## config.mk

```make
export PLATFORM = sky130hd
export DESIGN_NAME = mole_led_driver
export DESIGN_NICKNAME = d
export VERILOG_FILES = /design/src/rtl/mole_led_driver.sv
export SDC_FILE = /design/constraint.sdc
export NUM_CORES = 1
export LEC_CHECK = 0
export BUFFER_PORTS_ARGS = -buffer_cell sky130_fd_sc_hd__buf_4
export CORE_ASPECT_RATIO = 0.6
export CORE_MARGIN = 2
export CORE_UTILIZATION = 40
export DETAILED_ROUTE_END_ITERATION = 12
export HOLD_SLACK_MARGIN = 0.08
export PLACE_DENSITY_LB_ADDON = 0.1
export SETUP_SLACK_MARGIN = 0.15
export SLEW_MARGIN = 15
export SYNTH_ARGS = -nofsm -noshare
export SYNTH_HDL_FRONTEND = slang
export SYNTH_SLANG_ARGS = --single-unit
```

## constraint.sdc

```tcl
create_clock -name clk -period 3.24 [get_ports clk]
set_input_delay 0.162 -clock clk [delete_from_list [all_inputs] [get_ports clk]]
set_output_delay 0.162 -clock clk [all_outputs]
set_load 0.05 [all_outputs]
```

## src/rtl/mole_led_driver.sv

```systemverilog
// Registered mole-position LED driver with per-LED hit flash and a game-over blink mode.
// All timers advance only on cycles where tick is high.
module mole_led_driver #(
  parameter int unsigned NUM_LEDS    = 8,
  parameter int unsigned NUM_SLOTS   = 2,
  parameter int unsigned POS_W       = 4,
  parameter int unsigned BLINK_TICKS = 4,
  parameter int unsigned FLASH_TICKS = 16
) (
  input  logic                       clk,
  input  logic                       rst,
  input  logic                       tick,
  input  logic [NUM_SLOTS*POS_W-1:0] mole_pos,
  input  logic                       hit_valid,
  input  logic [POS_W-1:0]           hit_pos,
  input  logic                       game_over,
  input  logic                       clear,
  output logic [NUM_LEDS-1:0]        leds,
  output logic                       flashing
);

  localparam int unsigned CNT_W = $clog2(FLASH_TICKS + 1);
  localparam int unsigned DIV_W = (BLINK_TICKS > 1) ? $clog2(BLINK_TICKS) : 1;

  typedef enum logic {
    ST_NORMAL,
    ST_GAME_OVER
  } state_t;

  state_t              r_state;
  state_t              w_state_nxt;
  logic [CNT_W-1:0]    r_cnt     [NUM_LEDS];
  logic [CNT_W-1:0]    w_cnt_nxt [NUM_LEDS];
  logic [DIV_W-1:0]    r_div;
  logic [DIV_W-1:0]    w_div_nxt;
  logic                r_phase;
  logic                w_phase_nxt;
  logic [NUM_LEDS-1:0] w_mole_map;
  logic [NUM_LEDS-1:0] w_hit_sel;
  logic [NUM_LEDS-1:0] w_leds_nxt;
  logic                w_flash_nxt;
  logic [NUM_LEDS-1:0] r_leds;
  logic                r_flashing;

  // Position decode: 0 and out-of-range positions match no LED.
  always_comb begin
    w_mole_map = '0;
    w_hit_sel  = '0;
    for (int unsigned i = 0; i < NUM_LEDS; i++) begin
      for (int unsigned k = 0; k < NUM_SLOTS; k++) begin
        if (mole_pos[k*POS_W +: POS_W] == POS_W'(i + 1)) w_mole_map[i] = 1'b1;
      end
      w_hit_sel[i] = hit_valid && (r_state == ST_NORMAL) && (hit_pos == POS_W'(i + 1));
    end
  end

  // game_over has priority over clear.
  always_comb begin
    w_state_nxt = r_state;
    if (game_over)  w_state_nxt = ST_GAME_OVER;
    else if (clear) w_state_nxt = ST_NORMAL;
  end

  always_comb begin
    w_div_nxt   = r_div;
    w_phase_nxt = r_phase;
    if (tick) begin
      if (r_div == DIV_W'(BLINK_TICKS - 1)) begin
        w_div_nxt   = '0;
        w_phase_nxt = ~r_phase;
      end else begin
        w_div_nxt = r_div + 1'b1;
      end
    end
  end

  // Counters are already zero while in GAME_OVER, so zeroing whenever the next
  // state is GAME_OVER is equivalent to zeroing only on entry.
  always_comb begin
    w_flash_nxt = 1'b0;
    for (int unsigned i = 0; i < NUM_LEDS; i++) begin
      w_cnt_nxt[i] = r_cnt[i];
      if (w_state_nxt == ST_GAME_OVER)    w_cnt_nxt[i] = '0;
      else if (w_hit_sel[i])              w_cnt_nxt[i] = CNT_W'(FLASH_TICKS);
      else if (tick && (r_cnt[i] != '0))  w_cnt_nxt[i] = r_cnt[i] - 1'b1;
      if (w_cnt_nxt[i] != '0) w_flash_nxt = 1'b1;
    end
  end

  // LED image uses the current registered mode/phase/counters; flashing uses post-update counters.
  always_comb begin
    w_leds_nxt = '0;
    for (int unsigned i = 0; i < NUM_LEDS; i++) begin
      if (r_state == ST_GAME_OVER) w_leds_nxt[i] = r_phase;
      else if (r_cnt[i] != '0)     w_leds_nxt[i] = r_phase;
      else                         w_leds_nxt[i] = w_mole_map[i];
    end
  end

  always_ff @(posedge clk or posedge rst) begin
    if (rst) begin
      r_state    <= ST_NORMAL;
      r_div      <= '0;
      r_phase    <= 1'b1;
      r_leds     <= '0;
      r_flashing <= 1'b0;
      for (int unsigned i = 0; i < NUM_LEDS; i++) r_cnt[i] <= '0;
    end else begin
      r_state    <= w_state_nxt;
      r_div      <= w_div_nxt;
      r_phase    <= w_phase_nxt;
      r_leds     <= w_leds_nxt;
      r_flashing <= w_flash_nxt;
      for (int unsigned i = 0; i < NUM_LEDS; i++) r_cnt[i] <= w_cnt_nxt[i];
    end
  end

  assign leds     = r_leds;
  assign flashing = r_flashing;

endmodule

```

# ---- After elaboration in Yosys (flattened, before gate mapping)
# Cells that the tools add are included.
dict set report classes {
  reduce_logical 34
  div 0
  n_lt_le_gt_ge 0
  add_sub_neg 9
  muxes 67
  n_mul 0
  bitwise 2
  shift 0
  eq_ne 25
}
# operator count
set op_table {}
lappend op_table {{5-bit two-way mux} 24}
lappend op_table {{5-bit nonzero test} 16}
lappend op_table {{4-bit by 3-bit == test with 1-bit output, second input constant} 12}
lappend op_table {{1-bit two-way mux} 42}
lappend op_table {{5-bit by 1-bit subtractor with 5-bit output, second input constant} 8}
lappend op_table {{4-bit by 2-bit == test with 1-bit output, second input constant} 6}
lappend op_table {{1-bit logical AND} 17}
lappend op_table {{4-bit by 1-bit == test with 1-bit output, second input constant} 3}
lappend op_table {{4-bit == test, second input constant} 3}
lappend op_table {{2-bit by 1-bit adder with 2-bit output, second input constant} 1}
lappend op_table {{2-bit == test, second input constant} 1}
lappend op_table {{2-bit two-way mux} 1}
lappend op_table {{1-bit NOT} 2}
lappend op_table {{2-bit AND reduction} 1}
dict set report totals {
  mem_bits_rw 0
  elab_cells 150
  latchBits 0
  register_bits 53
  mem_bits_ro 0
  in_bits 18
  output_inout_bits 9
  memories 0
}

# ---- Logic depth before layout (Yosys ltp)
dict set report depth {
  depth_word 14
  mapped_depth 9
}

# ---- Worst setup path after synthesis
# No wires, ideal clock.
dict set report synth_timing {
  path_kind {reg-to-reg}
  startpoint {register r_cnt[25] (netlist bit)}
  endpoint {register r_flashing (netlist: flashing)}
  t_arrival_ns 2.130
  slack_ns 0.972
  stages_incl_launch_ff 9
  synth_period_minus_slack_ns 2.268
  n_path_buf 0
  required_ns 3.102
  cell_sequence {dfrtp_1 > inv_1 > ha_1 > or4b_1 > and3b_1 > o21a_1 > a2111o_1 > nor4_1 > nand4_1}
}
# item line
set synth_rtl {}
lappend synth_rtl {{start: declaration} 32} ;# logic [CNT_W-1:0] r_cnt [NUM_LEDS];
lappend synth_rtl {{end signal: assignment} 113} ;# r_flashing <= w_flash_nxt;
lappend synth_rtl {{end: declaration} 43} ;# logic r_flashing;

# ---- Final worst setup path
dict set report layout_timing {
  startpoint {register r_cnt[25] (netlist bit)}
  endpoint {register r_flashing (netlist: flashing)}
}
dict set report layout_via {
  elab_chain_len 12
}
# item line
set layout_lines {}
lappend layout_lines {{branches (longest 2 deep; another with 5-bit by 1-bit subtractor with 5-bit output)} --}
lappend layout_lines {{5-bit two-way mux *} 85} ;# else if (tick && (r_cnt[i] != '0)) w_cnt_nxt[i] = r_cnt[i] - 1'b1;
lappend layout_lines {{5-bit two-way mux *} 84} ;# else if (w_hit_sel[i]) w_cnt_nxt[i] = CNT_W'(FLASH_TICKS);
lappend layout_lines {{5-bit two-way mux *} 83} ;# if (w_state_nxt == ST_GAME_OVER) w_cnt_nxt[i] = '0;
lappend layout_lines {{5-bit nonzero test *} 86} ;# if (w_cnt_nxt[i] != '0) w_flash_nxt = 1'b1;
lappend layout_lines {{1-bit two-way mux * (6 in a row)} 86}
lappend layout_lines {{via w_flash_nxt} 41} ;# logic w_flash_nxt;
# Mark *: on every way through the listed nets, which the timed path passes.
# A chain may end at the register's enable or synchronous reset.

==> metrics <==
area grow syn2layout=15.7%; Syn Area/Cell=8.82 um2; max_cap viols=0; worst-path fanout max=4; commonest cells after routing, fill and taps aside=nor2_1, dfrtp_1, nand2_1, buf_4, inv_1; internal power=1.33 mW; sw frac=33.0%; mux cell area share after synthesis=2.06%; clk_skew=0.00678 ns; library cells used by synthesis=61; fin nets=423; Cells after Synth=365; TritonCTS buffer count=5; Avg WL per Cell=16.4 um; Synth Area in Simple Gates=28.5%; Max Clk Rate=0.353 GHz; sequential power share=40.0%; Mapped Area=3220 um2; outcome=finished clean; ANT nets after route=0; CTS tree=done; pin count of the biggest net entering global routing=38; non-filler cells, final=503; Root Buffer=clkbuf_16; sequential cell area=1330 um2; Clock Latency Late Sink=0.29 ns; setup TNS=0 ns; Setup WS post-layout=0.404 ns; Setup WS pre-CTS=0.447 ns; Compound-Gate Fraction of Synth Area=16.8%; Starting Density=41.0%; row count=25; Setup crit end kind=flip-flop; Worst Path Required=3.40 ns; clock sink total=53; fill count=771; Final Max Slew Viols=0; number of enable flip-flop cells after synthesis=0; Crit Reg-Reg Startpoint=r_cnt[25]; Yosys reg bits=53; slew at the pin with the worst max-slew slack=0.783 ns; Post-synth ARST share=100%; Worst IR Drop VDD=0.251 mV; hold path startpoint=mole_pos[2]; commonest non-fill, non-tap cell in the layout=nor2_1; hold path depth=4; worst-case reg-to-reg path depth=8; share of layout cells above drive strength 1=15.9%; WHS=0.218 ns; Power, Total=1.99 mW; dpl cells=494; PortBufs=26; final setup fails=0; global router's overall resource usage=20.5%; initial antenna violation count=0; Boundary Pins=27; PostCTS Resize Cnt=0; xor and xnor area share after synthesis=3.27%; final design utilization=47.4%; Hold Path Sink=leds[7]; Via density=5.43; setup bufs post-CTS=0; DP Area=3540 um2; vias in the first global route=2,525; net count after synthesis=394; Seq/Total Area, Yosys=41.3%; Post-Synth Adder-Cell Area=4.28%; clock group share of total power=31.8%; Max H-tree Level=2; crit start category=flip-flop; ant diodes=0; CTS hold repair buffers=1; core area=7850 um2; finished layout cell area=3720 um2; Post-synth top flop=dfrtp_1; internal reg-to-reg setup slack=0.40 ns; Post-route DRC=0; Placer Congestion=0.848; worst r2r dst=flashing; Starting DRT DRC Count=200; RSZ-0062 raised after global routing=no; Die ar.=8800 um2; Initial DRT Pass Iterations=5; Net Switching=0.657 mW; pwr dens=534 nW/um2; synth warn=0; Hold Path Class=in2reg; Clock Tree Buf Depth=2; clock-pin slew on the worst setup and hold paths=0.07 ns; largest family of logic cells by synthesized area=simple AND/OR/NAND/NOR gates; Detailed Route WL=8270 um; combinational fraction of design power=28.3%; die extent in x=120 um; CP Class=reg2reg; Max-slew headroom=47.7%; vias=2,732; Multi-input gate area=1770 um2; fin crit period=2.84 ns; gr ovfl total=0; first-pass GRT wire length=13,700 um; dpl hpwl=6310 um; DIE HEIGHT=73.5 um; final hold violations=0; Critical Path AT=2.99 ns; crit share post-route=87.5%; P_leak=1.66 nW
==> how the worst max path moves through the flow <==
stage	startpoint	to	slack, ns	depth (start not counted)
6_report	r_cnt[25]	flashing	0.40	8
5_1_grt	r_cnt[25]	flashing	0.17	8
4_1_cts	r_cnt[25]	flashing	0.43	8
3_5_place_dp	r_cnt[25]	flashing	0.45	8
3_3_place_gp	r_cnt[25]	flashing	0.46	8
2_1_floorplan	r_cnt[25]	flashing	0.97	8
==> final cells by class <==
| class | count | share of cell area (%) |
|---|---|---|
| clock buffer | 7 | 3.83 |
| clock inverter | 1 | 0.806 |
| inverter | 23 | 2.32 |
| multi-input combinational | 280 | 47.5 |
| sequential | 53 | 35.6 |
| tap | 108 | 3.63 |
| timing repair buffer | 31 | 6.32 |
==> logic make-up (layout without fill, tap and decap cells) <==
group / Yosys count / count (layout)
buf+inv: 32 / 62
fa+ha+maj: 11 / 11
xor+xnor: 12 / 12
compound gates: 75 / 75
simple gates: 176 / 176
flops: 53 / 53
mux: 6 / 6
==> synth_stat cells, types with 7 or more instances <==
library cell / n / area [um2]
a21oi_1: 18 / 90.1
dfrtp_1: 52 / 1300
ha_1: 11 / 138
inv_1: 22 / 82.6
nand2_1: 32 / 120
nand2b_1: 9 / 56.3
nor2_1: 69 / 259
nor2b_1: 7 / 43.8
nor3_1: 9 / 45.0
or4b_2: 9 / 90.1
xnor2_1: 10 / 87.6
==> power by group through the flow <==
stage               Clock (mW)  Sequential [mW]  Combinational (mW)
detailed placement           0            0.809               0.564
global route             0.676            0.808               0.610
global placement             0            0.808               0.565
finish                   0.632            0.795               0.562
floorplan                    0            0.938               0.256
CTS                      0.648            0.796               0.567
==> critical path, stage by stage (launching register included) <==
cell and delay [ns]:
dfrtp_1 0.40, inv_1 0.11, ha_1 0.21, or4b_1 0.49, nand2_1 0.19, mux2i_1 0.30, o2111ai_1 0.21, a2111oi_0 0.62
nand4_1 0.16
==> per-layer routing <==
layer  vias to the layer above  wire length (um)  global-route usage (%)
li1                       1362                 -                       -
met1                      1297              4410                    32.0
met2                        69              3310                    28.6
met3                         4               502                    5.05
met4                         0                51                    3.92
met5                         -                 0                       0
==> state kept, by name, indices dropped and copies added (netlist names) <==
signal / flops
r_div: 2
r_phase: 1
r_state: 1
leds: 8
flashing: 1
r_cnt: 40
(Power assumes the default switching activity.)
